### src/rtl/load_ext_unit_pkg.sv
// Shared memory-stage constants: store/load kind selectors, load exception
// codes and the load unit state encoding.
package load_ext_unit_pkg;

  // Store kinds used by the write-side byte-enable path
  localparam logic [1:0] MEM_STORE_WORD = 2'd0;
  localparam logic [1:0] MEM_STORE_HALF = 2'd1;
  localparam logic [1:0] MEM_STORE_BYTE = 2'd2;

  // Load kinds; encodings 5..7 are illegal
  localparam logic [2:0] MEM_LOAD_WORD  = 3'd0;
  localparam logic [2:0] MEM_LOAD_HALF  = 3'd1;
  localparam logic [2:0] MEM_LOAD_HALFU = 3'd2;
  localparam logic [2:0] MEM_LOAD_BYTE  = 3'd3;
  localparam logic [2:0] MEM_LOAD_BYTEU = 3'd4;

  // Load exception codes reported with the response
  localparam logic [1:0] LOAD_EXC_NONE    = 2'd0;
  localparam logic [1:0] LOAD_EXC_ADEL    = 2'd1;
  localparam logic [1:0] LOAD_EXC_TIMEOUT = 2'd2;
  localparam logic [1:0] LOAD_EXC_SEL     = 2'd3;

  typedef enum logic [1:0] {
    ST_IDLE = 2'd0,
    ST_READ = 2'd1,
    ST_RESP = 2'd2
  } load_state_t;

  // True when the load kind is one of the defined encodings
  function automatic logic load_sel_legal(input logic [2:0] sel);
    return sel <= MEM_LOAD_BYTEU;
  endfunction

  // True when the address violates the natural alignment of the load kind
  function automatic logic load_misaligned(input logic [2:0] sel, input logic [1:0] a);
    logic mis;
    mis = 1'b0;
    if (sel == MEM_LOAD_WORD)
      mis = (a != 2'b00);
    else if (sel == MEM_LOAD_HALF || sel == MEM_LOAD_HALFU)
      mis = a[0];
    return mis;
  endfunction

endpackage

### src/rtl/load_ext_unit_extract.sv
// Combinational lane extraction and sign/zero extension of a read word.
module load_extract
  import load_ext_unit_pkg::*;
(
  input  logic [31:0] rdata,
  input  logic [1:0]  addr_low,
  input  logic [2:0]  sel,
  output logic [31:0] data
);

  logic [7:0]  lane [4];
  logic [7:0]  byte_sel;
  logic [15:0] half_sel;

  // Split the read word into its four byte lanes (lane 0 = bits 7:0)
  for (genvar gi = 0; gi < 4; gi++) begin : g_lane
    assign lane[gi] = rdata[8*gi+7 -: 8];
  end

  // Pick the addressed field, then extend it according to the load kind
  always_comb begin
    byte_sel = lane[addr_low];
    half_sel = addr_low[1] ? rdata[31:16] : rdata[15:0];
    data     = 32'd0;
    case (sel)
      MEM_LOAD_WORD:  data = rdata;
      MEM_LOAD_HALF:  data = {{16{half_sel[15]}}, half_sel};
      MEM_LOAD_HALFU: data = {16'd0, half_sel};
      MEM_LOAD_BYTE:  data = {{24{byte_sel[7]}}, byte_sel};
      MEM_LOAD_BYTEU: data = {24'd0, byte_sel};
      default:        data = 32'd0;
    endcase
  end

endmodule

### src/rtl/load_ext_unit.sv
// Load unit: alignment check, word read with timeout, field extraction and
// a valid/ready response towards write-back.
module load_ext_unit
  import load_ext_unit_pkg::*;
#(
  parameter int TIMEOUT = 16,
  parameter int ADDR_W  = 32
) (
  input  logic              clk,
  input  logic              reset,
  input  logic              req_valid,
  output logic              req_ready,
  input  logic [ADDR_W-1:0] req_addr,
  input  logic [2:0]        req_sel,
  output logic              mem_rd_en,
  output logic [ADDR_W-1:0] mem_addr,
  input  logic [31:0]       mem_rdata,
  input  logic              mem_rvalid,
  output logic              resp_valid,
  input  logic              resp_ready,
  output logic [31:0]       resp_data,
  output logic [1:0]        resp_exc
);

  load_state_t       state_reg, state_next;
  logic [ADDR_W-1:0] mem_addr_reg, mem_addr_next;
  logic [1:0]        addr_low_reg, addr_low_next;
  logic [2:0]        sel_reg, sel_next;
  logic [7:0]        cnt_reg, cnt_next;
  logic [31:0]       data_reg, data_next;
  logic [1:0]        exc_reg, exc_next;
  logic [31:0]       ext_data;

  load_extract u_extract (
    .rdata    (mem_rdata),
    .addr_low (addr_low_reg),
    .sel      (sel_reg),
    .data     (ext_data)
  );

  // State and datapath registers; reset aborts any access in flight
  always_ff @(posedge clk or negedge reset) begin
    if (!reset) begin
      state_reg    <= ST_IDLE;
      mem_addr_reg <= '0;
      addr_low_reg <= 2'd0;
      sel_reg      <= 3'd0;
      cnt_reg      <= 8'd0;
      data_reg     <= 32'd0;
      exc_reg      <= LOAD_EXC_NONE;
    end else begin
      state_reg    <= state_next;
      mem_addr_reg <= mem_addr_next;
      addr_low_reg <= addr_low_next;
      sel_reg      <= sel_next;
      cnt_reg      <= cnt_next;
      data_reg     <= data_next;
      exc_reg      <= exc_next;
    end
  end

  // Next-state logic; read data beats the timeout when both land together
  always_comb begin
    state_next    = state_reg;
    mem_addr_next = mem_addr_reg;
    addr_low_next = addr_low_reg;
    sel_next      = sel_reg;
    cnt_next      = cnt_reg;
    data_next     = data_reg;
    exc_next      = exc_reg;
    case (state_reg)
      ST_IDLE: begin
        if (req_valid) begin
          addr_low_next = req_addr[1:0];
          sel_next      = req_sel;
          cnt_next      = 8'd0;
          if (!load_sel_legal(req_sel)) begin
            data_next  = 32'd0;
            exc_next   = LOAD_EXC_SEL;
            state_next = ST_RESP;
          end else if (load_misaligned(req_sel, req_addr[1:0])) begin
            data_next  = 32'd0;
            exc_next   = LOAD_EXC_ADEL;
            state_next = ST_RESP;
          end else begin
            mem_addr_next = {req_addr[ADDR_W-1:2], 2'b00};
            state_next    = ST_READ;
          end
        end
      end
      ST_READ: begin
        if (mem_rvalid) begin
          data_next  = ext_data;
          exc_next   = LOAD_EXC_NONE;
          state_next = ST_RESP;
        end else if (cnt_reg == 8'(TIMEOUT - 1)) begin
          data_next  = 32'd0;
          exc_next   = LOAD_EXC_TIMEOUT;
          state_next = ST_RESP;
        end else begin
          cnt_next = cnt_reg + 8'd1;
        end
      end
      ST_RESP: begin
        if (resp_ready) begin
          cnt_next   = 8'd0;
          state_next = ST_IDLE;
        end
      end
      default: state_next = ST_IDLE;
    endcase
  end

  assign req_ready  = (state_reg == ST_IDLE);
  assign mem_rd_en  = (state_reg == ST_READ);
  assign mem_addr   = mem_addr_reg;
  assign resp_valid = (state_reg == ST_RESP);
  assign resp_data  = data_reg;
  assign resp_exc   = exc_reg;

endmodule

### config.mk
export PLATFORM = sky130hd
export DESIGN_NAME = load_ext_unit
export DESIGN_NICKNAME = d
export VERILOG_FILES = /design/src/rtl/load_ext_unit_pkg.sv /design/src/rtl/load_ext_unit_extract.sv /design/src/rtl/load_ext_unit.sv
export SDC_FILE = /design/constraint.sdc
export NUM_CORES = 1
export LEC_CHECK = 0
export ABC_AREA = 1
export CORE_AREA = 2 2 124 150
export CTS_BUF_LIST = sky130_fd_sc_hd__clkbuf_16
export DETAILED_ROUTE_END_ITERATION = 12
export DIE_AREA = 0 0 126 152
export PLACE_DENSITY_LB_ADDON = 0.2
export REMOVE_ABC_BUFFERS = 1
export SETUP_SLACK_MARGIN = 0.15
export SLEW_MARGIN = 30
export SYNTH_ARGS = -nofsm -noshare
export SYNTH_HDL_FRONTEND = slang
export SYNTH_SLANG_ARGS = --single-unit
### constraint.sdc
create_clock -name clk -period 1.3 [get_ports clk]
set_input_delay 0.39 -clock clk [delete_from_list [all_inputs] [get_ports clk]]
set_output_delay 0.39 -clock clk [all_outputs]
set_load 0.005 [all_outputs]
### Yosys cells after proc, flatten, opt, wreduce, memory -nomap -nowiden

Index checks and enable logic that the tools add are counted.

| cells by class | value |
|---|---|
| div/mod/pow operators | 0 |
| add/sub/neg operators | 1 |
| equal/unequal tests | 15 |
| $mul | 0 |
| magnitude comparators | 2 |
| multiplexer cells | 33 |
| shift-type cells | 0 |
| reductions and logical operators | 12 |
| bitwise gates (word level) | 2 |

Operators by type and width:

| kind | count |
|---|---|
| two-way mux 32 bit | 5 |
| case mux 32 bit (5 select lines) | 1 |
| case mux 32 bit (2 select lines) | 1 |
| two-way mux 8 bit | 6 |
| case mux 8 bit (3 select lines) | 1 |
| two-way mux 2 bit | 10 |
| binary-select mux 8 bit (select 2 bit) | 1 |
| two-way mux 16 bit | 1 |
| == test 3 x 2 -> 1 bit (second input constant) | 3 |
| adder 8 x 1 -> 8 bit (second input constant) | 1 |
| == test 8 x 4 -> 1 bit (second input constant) | 1 |
| AND reduction 4 bit | 2 |
| == test 3 x 1 -> 1 bit (second input constant) | 2 |
| logical NOT 3 bit | 2 |
| != test 2 bit (second input constant) | 3 |
| case mux 2 bit (3 select lines) | 1 |
| two-way mux 1 bit | 5 |
| AND reduction 5 bit | 1 |
| case mux 2 bit (2 select lines) | 1 |
| nonzero test 2 bit | 2 |
| == test 3 bit (second input constant) | 1 |
| >= comparator 3 bit (second input constant) | 1 |
| less-or-equal comparator 3 bit (second input constant) | 1 |
| != test 3 x 1 -> 1 bit (second input constant) | 1 |
| other kinds (11) | 11 |

| word-level totals | value |
|---|---|
| ROM bits | 0 |
| bits in registers | 79 |
| memories kept | 0 |
| bits in latches | 0 |
| RAM bits | 0 |

### Logic depth before layout (Yosys ltp)

| depth | value |
|---|---|
| depth in word-level cells | 11 |
| gate-level depth with buffers | 10 |
| mapped depth without buffers | 9 |

### Modules after synthesis

A second synthesis with hierarchy kept.

| second synthesis, totals | value |
|---|---|
| cells, all modules | 631 |
| area total of the unflattened synthesis | 4495.6 um^2 |

Modules (own cells, without submodules):

| module | cells each | seq. area each (um^2) | area each (um^2) | times used |
|---|---|---|---|---|
| load_ext_unit | 398 | 1976.9 | 3309.4 | 1 |
| load_extract | 233 | 0.0 | 1186.1 | 1 |

### Least setup slack after synthesis

Ideal clock, no wire load.

| timing | value |
|---|---|
| path type | flip-flop to flip-flop |
| start | register cnt_reg[0] |
| end | register cnt_reg[5] |
| path buffers | 0 |
| setup time | 0.116 ns |
| slack | -0.101 ns |
| arrival time | 1.284 ns |
| data required time | 1.184 ns |
| cell stages (with the launch flop) | 10 |
| path through | dfrtp_1 > ha_1 > nand2_1 > nor2_1 > nand2_1 > nand2_1 > nand2_1 > nand2_1 > nand2_1 > nand2_1 |

| on the way | value |
|---|---|
| word-level cells in the longest chain between the ends | 4 |

RTL lines:

| element | line | RTL |
|---|---|---|
| start, declared | load_ext_unit.sv:29 | `logic [7:0] cnt_reg, cnt_next;` |
| start signal, assigned | load_ext_unit.sv:56 | `cnt_reg <= cnt_next;` |
| adder 8 x 1 -> 8 bit | load_ext_unit.sv:101 | `cnt_next = cnt_reg + 8'd1;` |
| two-way mux 8 bit | load_ext_unit.sv:96 | `end else if (cnt_reg == 8'(TIMEOUT - 1)) begin` |
| two-way mux 8 bit | load_ext_unit.sv:92 | `if (mem_rvalid) begin` |
| case mux 8 bit (3 select lines) | load_ext_unit.sv:71 | `case (state_reg)` |

Several ways; a longest one is shown, not always the timed one. The select of a mux whose other input is x is not followed.
A chain may end at the register's enable or synchronous reset.

### Worst setup path in the final report

| timing | value |
|---|---|
| start | register state_reg[0] |
| end | output port resp_valid |

| on the way | value |
|---|---|
| word-level cells in the longest chain between the ends | 1 |

RTL lines:

| element | line | RTL |
|---|---|---|
| start, declared | load_ext_unit.sv:25 | `load_state_t state_reg, state_next;` |
| start signal, assigned | load_ext_unit.sv:52 | `state_reg <= state_next;` |
| == test 2 bit | load_ext_unit.sv:117 | `assign resp_valid = (state_reg == ST_RESP);` |
| end, declared | load_ext_unit.sv:19 | `output logic resp_valid,` |

No other way between the ends.

==> results_dict.tcl <==
set metrics [dict create \
    hold_path_depth 3 \
    rsz0062_at_grt "yes" \
    synth_seq_cells 79 \
    cts_buffers 9 \
    drive_above_1_share 0.335 \
    totalWireLength_um 15300 \
    postRouteAntennaNets 0 \
    first_pass_iters 4 \
    whs_endpoint "sel_reg[1]" \
    core-area_um2 17800 \
    criticalPathCategory "reg -> out" \
    gp_congestion 0.828 \
    ys_types 26 \
    synth-async-reset-ratio 1.00 \
    synthCells 634 \
    dp_hpwl_um 10400 \
    hold_path_class "in -> reg" \
    numClockSinks 79 \
    start_kind "register" \
    num_vias 4702 \
    critical-path-top-delay-family "flip-flops" \
    r2r_slack_ns -0.30 \
    p_leak_nw 4.12 \
    period_share 1.24 \
    crit_buf_inv 3 \
    fin_ws_ns -0.306 \
    grt_max_degree 33 \
    worstReg2RegEnd "resp_data[2]" \
    cts_tree "yes" \
    ios 141 \
    drtIter0Drc 216 \
    largest_reg_flops 32 \
    area_growth_pct 72.6 \
    reg2reg_from "state_reg[1]" \
    yosysMostFrequentCell "nand2_1" \
    h-tree-depth 3 \
    rows 54 \
    clockBufferDepth 2 \
    critical_path.cell_chain "buf_6, buf_6, nor2_4, buf_2" \
    avgSynthCellArea_um2 6.83 \
    fp.dieArea_um2 19200 \
    via_per_inst 4.20 \
    clkTransAtPathRegs_ns 0.06 \
    fp.dieH_um 152 \
    wl_per_cell_um 13.7 \
    die_w_um 126 \
    synth_top_area_share 0.457 \
    cp-end-kind "output port" \
    hp-start "req_sel[1]" \
    fin_nets 961 \
    grt_pass1_vias 4538 \
    maxCapViolCount 0 \
    ys_warn_count 0 \
    root_buffer "clkbuf_16" \
    ys_top_cells_by_area "dfrtp_1 (46%), nand2_1 (30%), nand3_1 (8.6%)" \
    grt_pass1_wl_um 24200 \
    grt_overflow 0 \
    path_max_fanout 3 \
    drv_slew 0 \
    power_density_nw_per_um2 1990 \
    insertion_delay_ns 0.35 \
    setup_violations 77 \
    crit_top_cell "buf_6" \
    synth_top_cell_by_area "dfrtp_1" \
    reg2regPathDepth 10 \
    drc 0 \
    antenna_found_initial 2 \
    status "finished with violations" \
    worstPathArrival_ns 1.22 \
    worst_path_max_delay_cell "dfrtp_1" \
    start_util 0.243 \
    failed_checks "setup timing" \
    max_freq_ghz 0.623 \
    final_core_util 0.419 \
    cp.required_ns 0.91 \
    synth.yosys.seq_area_share 0.457 \
    yosys-top-cells-count "nand2_1 (346), dfrtp_1 (79), nand3_1 (74)" \
    netlist_area_um2 4330 \
    synth_edf_count 0 \
    place_inst 1032 \
    ir_worst_vdd_mv 0.798 \
    synth-main-ff-cell "dfrtp_1" \
    report.final.hold_viol_count 0 \
    grt_usage 0.160 \
    port_buffers 138 \
    finalNonFillerCells 1119 \
    slowest_delay_ns 0.40 \
    finClkSkew_ns 0.0113 \
    period_minus_slack_ns 1.61 \
]
-- power by group --
| group | total (mW) | leakage (nW) | switching, mW | internal (mW) |
|---|---|---|---|---|
| sequential | 4.05 | 1.03 | 0.583 | 3.47 |
| clock | 2.45 | 0.136 | 1.13 | 1.32 |
| combinational | 8.39 | 2.96 | 4.10 | 4.29 |
| total | 14.9 | 4.12 | 5.81 | 9.07 |
-- layout make-up --
| class | instances | area (um2) |
|---|---|---|
| repair buffers | 270 | 2380 |
| diodes | 2 | 5.00 |
| fillers | 1864 | 10400 |
| clock buffers | 9 | 225 |
| well taps | 224 | 280 |
| multi-input cells | 471 | 2310 |
| clock inverters | 7 | 57.6 |
| flip-flops and latches | 79 | 1980 |
| inverters | 57 | 229 |
-- logic make-up after synthesis --
group | synth area share
AOI/OAI and AO/OA | 0.0269
xor gates and xnor gates | 0.00202
adders and majority gates | 0.00289
buffers and inverters | 0.0893
DFF | 0.457
other | 0.000866
and+or+nand+nor | 0.421
-- layer usage --
metal  up-vias  track usage  wire [um]
li1       2453            -          -
met1      2137        0.204       6670
met2        90        0.267       7740
met3        22       0.0239        519
met4         0       0.0717        373
met5         -            0          0
-- worst max path at each step --
stage	from	end	cells past startpoint
final	state_reg[0]	resp_valid	4
after global routing	state_reg[1]	resp_data[6]	10
after CTS	state_reg[0]	mem_rd_en	5
after detailed placement	req_sel[1]	mem_addr[7]	8
after global placement	req_sel[1]	mem_addr[22]	8
after floorplan	state_reg[1]	mem_addr[10]	6
-- metrics by stage --
stage	power [mW]	setup TNS [ns]	hold slack [ns]	setup WS (ns)	instance area, um2
5_1_grt	16.1	-24.03	0.474	-0.362	7470
2_1_floorplan	6.98	-54.60	0.0944	-0.991	4160
4_1_cts	13.9	-16.52	0.470	-0.285	6950
3_5_place_dp	11.3	-44.13	0.321	-0.660	6450
6_report	14.9	-18.87	0.451	-0.306	7470
3_3_place_gp	11.2	-41.88	0.322	-0.613	6450
-- tightest hold or removal path, delay by kind of cell --
kind                   cells  cell delay [ns]
buffers and inverters      1             0.20
and+or+nand+nor            1             0.13
AOI/OAI and AO/OA          1             0.04
-- cells in the final DEF, fill, tap and decap left out, types with 6 or more instances in the layout --
| cell | count |
|---|---|
| buf_4 | 97 |
| nor2_2 | 6 |
| nand2_4 | 12 |
| buf_2 | 66 |
| nand3_1 | 67 |
| buf_6 | 17 |
| o21ai_0 | 10 |
| inv_1 | 51 |
| clkbuf_16 | 11 |
| nor2_1 | 6 |
| nand2_1 | 298 |
| buf_12 | 13 |
| clkdlybuf4s50_1 | 69 |
| dfrtp_1 | 78 |
| nand2_2 | 36 |
-- repair_timing --
| item | 4_1_cts | 5_1_grt |
|---|---|---|
| endpoints found under the setup margin | 146 | 146 |
| endpoints found under the hold margin | 16 | 0 |
| pin swaps | 17 | 13 |
| buffers inserted | 36 | 26 |
| gates cloned | 4 | 2 |
| hold buffers | 1 | 0 |
| resized for setup | 317 | 81 |
(Power assumes the default switching activity.)
==> edit, RTL diff (same settings) <==
Set the parameter `ADDR_W` to 64 (it was 32).
--- a/src/rtl/load_ext_unit.sv
+++ b/src/rtl/load_ext_unit.sv
@@ -5,5 +5,5 @@
 #(
   parameter int TIMEOUT = 16,
-  parameter int ADDR_W  = 32
+  parameter int ADDR_W  = 64
 ) (
   input  logic              clk,
Interface: changed (resized mem_addr and req_addr); port bits go from 141 to 205. The function was not compared with the original's and may differ.
==> edit against the original RTL <==
The flow still finishes with violations (negative setup slack); area after synthesis rose by 27%; worst hold slack got worse by 0.019 ns; setup slack got worse by 0.021 ns; global-route usage rose by 2.6 points; cell area rose by 23%; sequential power rose by 42%; synthesized cell count rose by 21%; count of clock-buffer cells in the layout did not move; wire length rose by 27%; sequential cell count rose by 32; power rose by 27%; critical path type is now in2reg; critical endpoint is now mem_addr[43]$_DFFE_PN0P_; largest cell class unchanged.
==> edit: results (changes against the original RTL) <==
[run_status]
status = finished, violations left
violations = negative setup slack

[synth]
synth-compound-area-share_pct = 2.12  ; -0.57 points
syn_area_per_cell_um2 = 7.14  ; +4.6%
yosys-top-cells-count = 442 x nand2_1, 111 x dfrtp_1, 73 x nand3_1, 48 x inv_1, 17 x clkbuf_1
ys_seq_area_share_pct = 50.7  ; +5.0 points
synthTopCellsByArea = dfrtp_1 51%, nand2_1 30%, nand3_1 6.7%, inv_1 3.3%, o21ai_0 1.4%
synth_cell_types = 25  ; -3.8%
synthXorXnorAreaFrac_pct = 0.160  ; -0.043 points
synthAdderAreaFrac_pct = 0.228  ; -0.061 points

[sta]
setup-tns-final_ns = -28.23  ; -9.36 ns
setup_viol = 110  ; +43%
fin_ws_ns = -0.327  ; -0.0209 ns

[cells_and_area]
nNetsFinal = 1199  ; +25%
final-nonclk-buf-share_pct = 33.2  ; +1.3 points
final_area_um2 = 9220  ; +23%
num-multi-input-gates = 567  ; +20%

[detailed_routing]
post_drt_wl_per_cell_um = 14.6  ; +6.9%
wl_met2_um = 9120  ; +18%
vias_per_cell = 4.45  ; +6.0%
wl_met1_um = 8660  ; +30%
dr_wl_met3_um = 1180  ; +130%

[global_routing]
grt_pass1_vias = 5427  ; +20%
antenna_found_initial = 0  ; -2
gr-usage-met3_pct = 3.70  ; +1.3 points
gr-usage-met1_pct = 25.7  ; +5.3 points

[placed_design]
gp_congestion = 0.780  ; -5.8%
dp_hpwl_um = 12300  ; +19%
placed_area_um2 = 8260  ; +28%

[power]
pwr-share-seq_pct = 30.5  ; +3.3 points
leakage_nw = 5.15  ; +25%
p_comb_mw = 10.0  ; +19%
p_switching_mw = 6.97  ; +20%
seq-power_mw = 5.76  ; +42%

[critical_path]
critical-path-max-stage-delay_ns = 0.46  ; +0.06 ns
crit_path_max_fanout = 8  ; +5

[clock_network]
cts-resized-gates = 433  ; +37%

[hold_path]
hp-class = in2async

edit: worst max-delay path, delay by kind of cell:
family / cells / cell delay [ns]
buf+inv: 5 / 0.99
simple gates: 4 / 0.35
compound gates: 1 / 0.14
edit: cells by family after synthesis:
family / count (synthesis)
xor+xnor: 1
flops: 111
compound gates: 21
other cells: 1
simple gates: 542
fa+ha+maj: 1
buf+inv: 91
edit: worst paths after layout:
path | startpoint | end | slack [ns]
worst max-delay path | req_addr[0] | mem_addr[43]$_DFFE_PN0P_ | -0.33
worst min-delay path | reset | mem_addr[54]$_DFFE_PN0P_ | 0.43
worst max register to register | state_reg[0]$_DFFE_PN0P_ | mem_addr[43]$_DFFE_PN0P_ | -0.29
worst min register to register | resp_data[28]$_DFFE_PN0P_ | resp_data[28]$_DFFE_PN0P_ | 0.47
max in group asynchronous | reset | state_reg[0]$_DFFE_PN0P_ | 0.37
min in group clk | req_sel[1] | sel_reg[1]$_DFFE_PN0P_ | 0.46
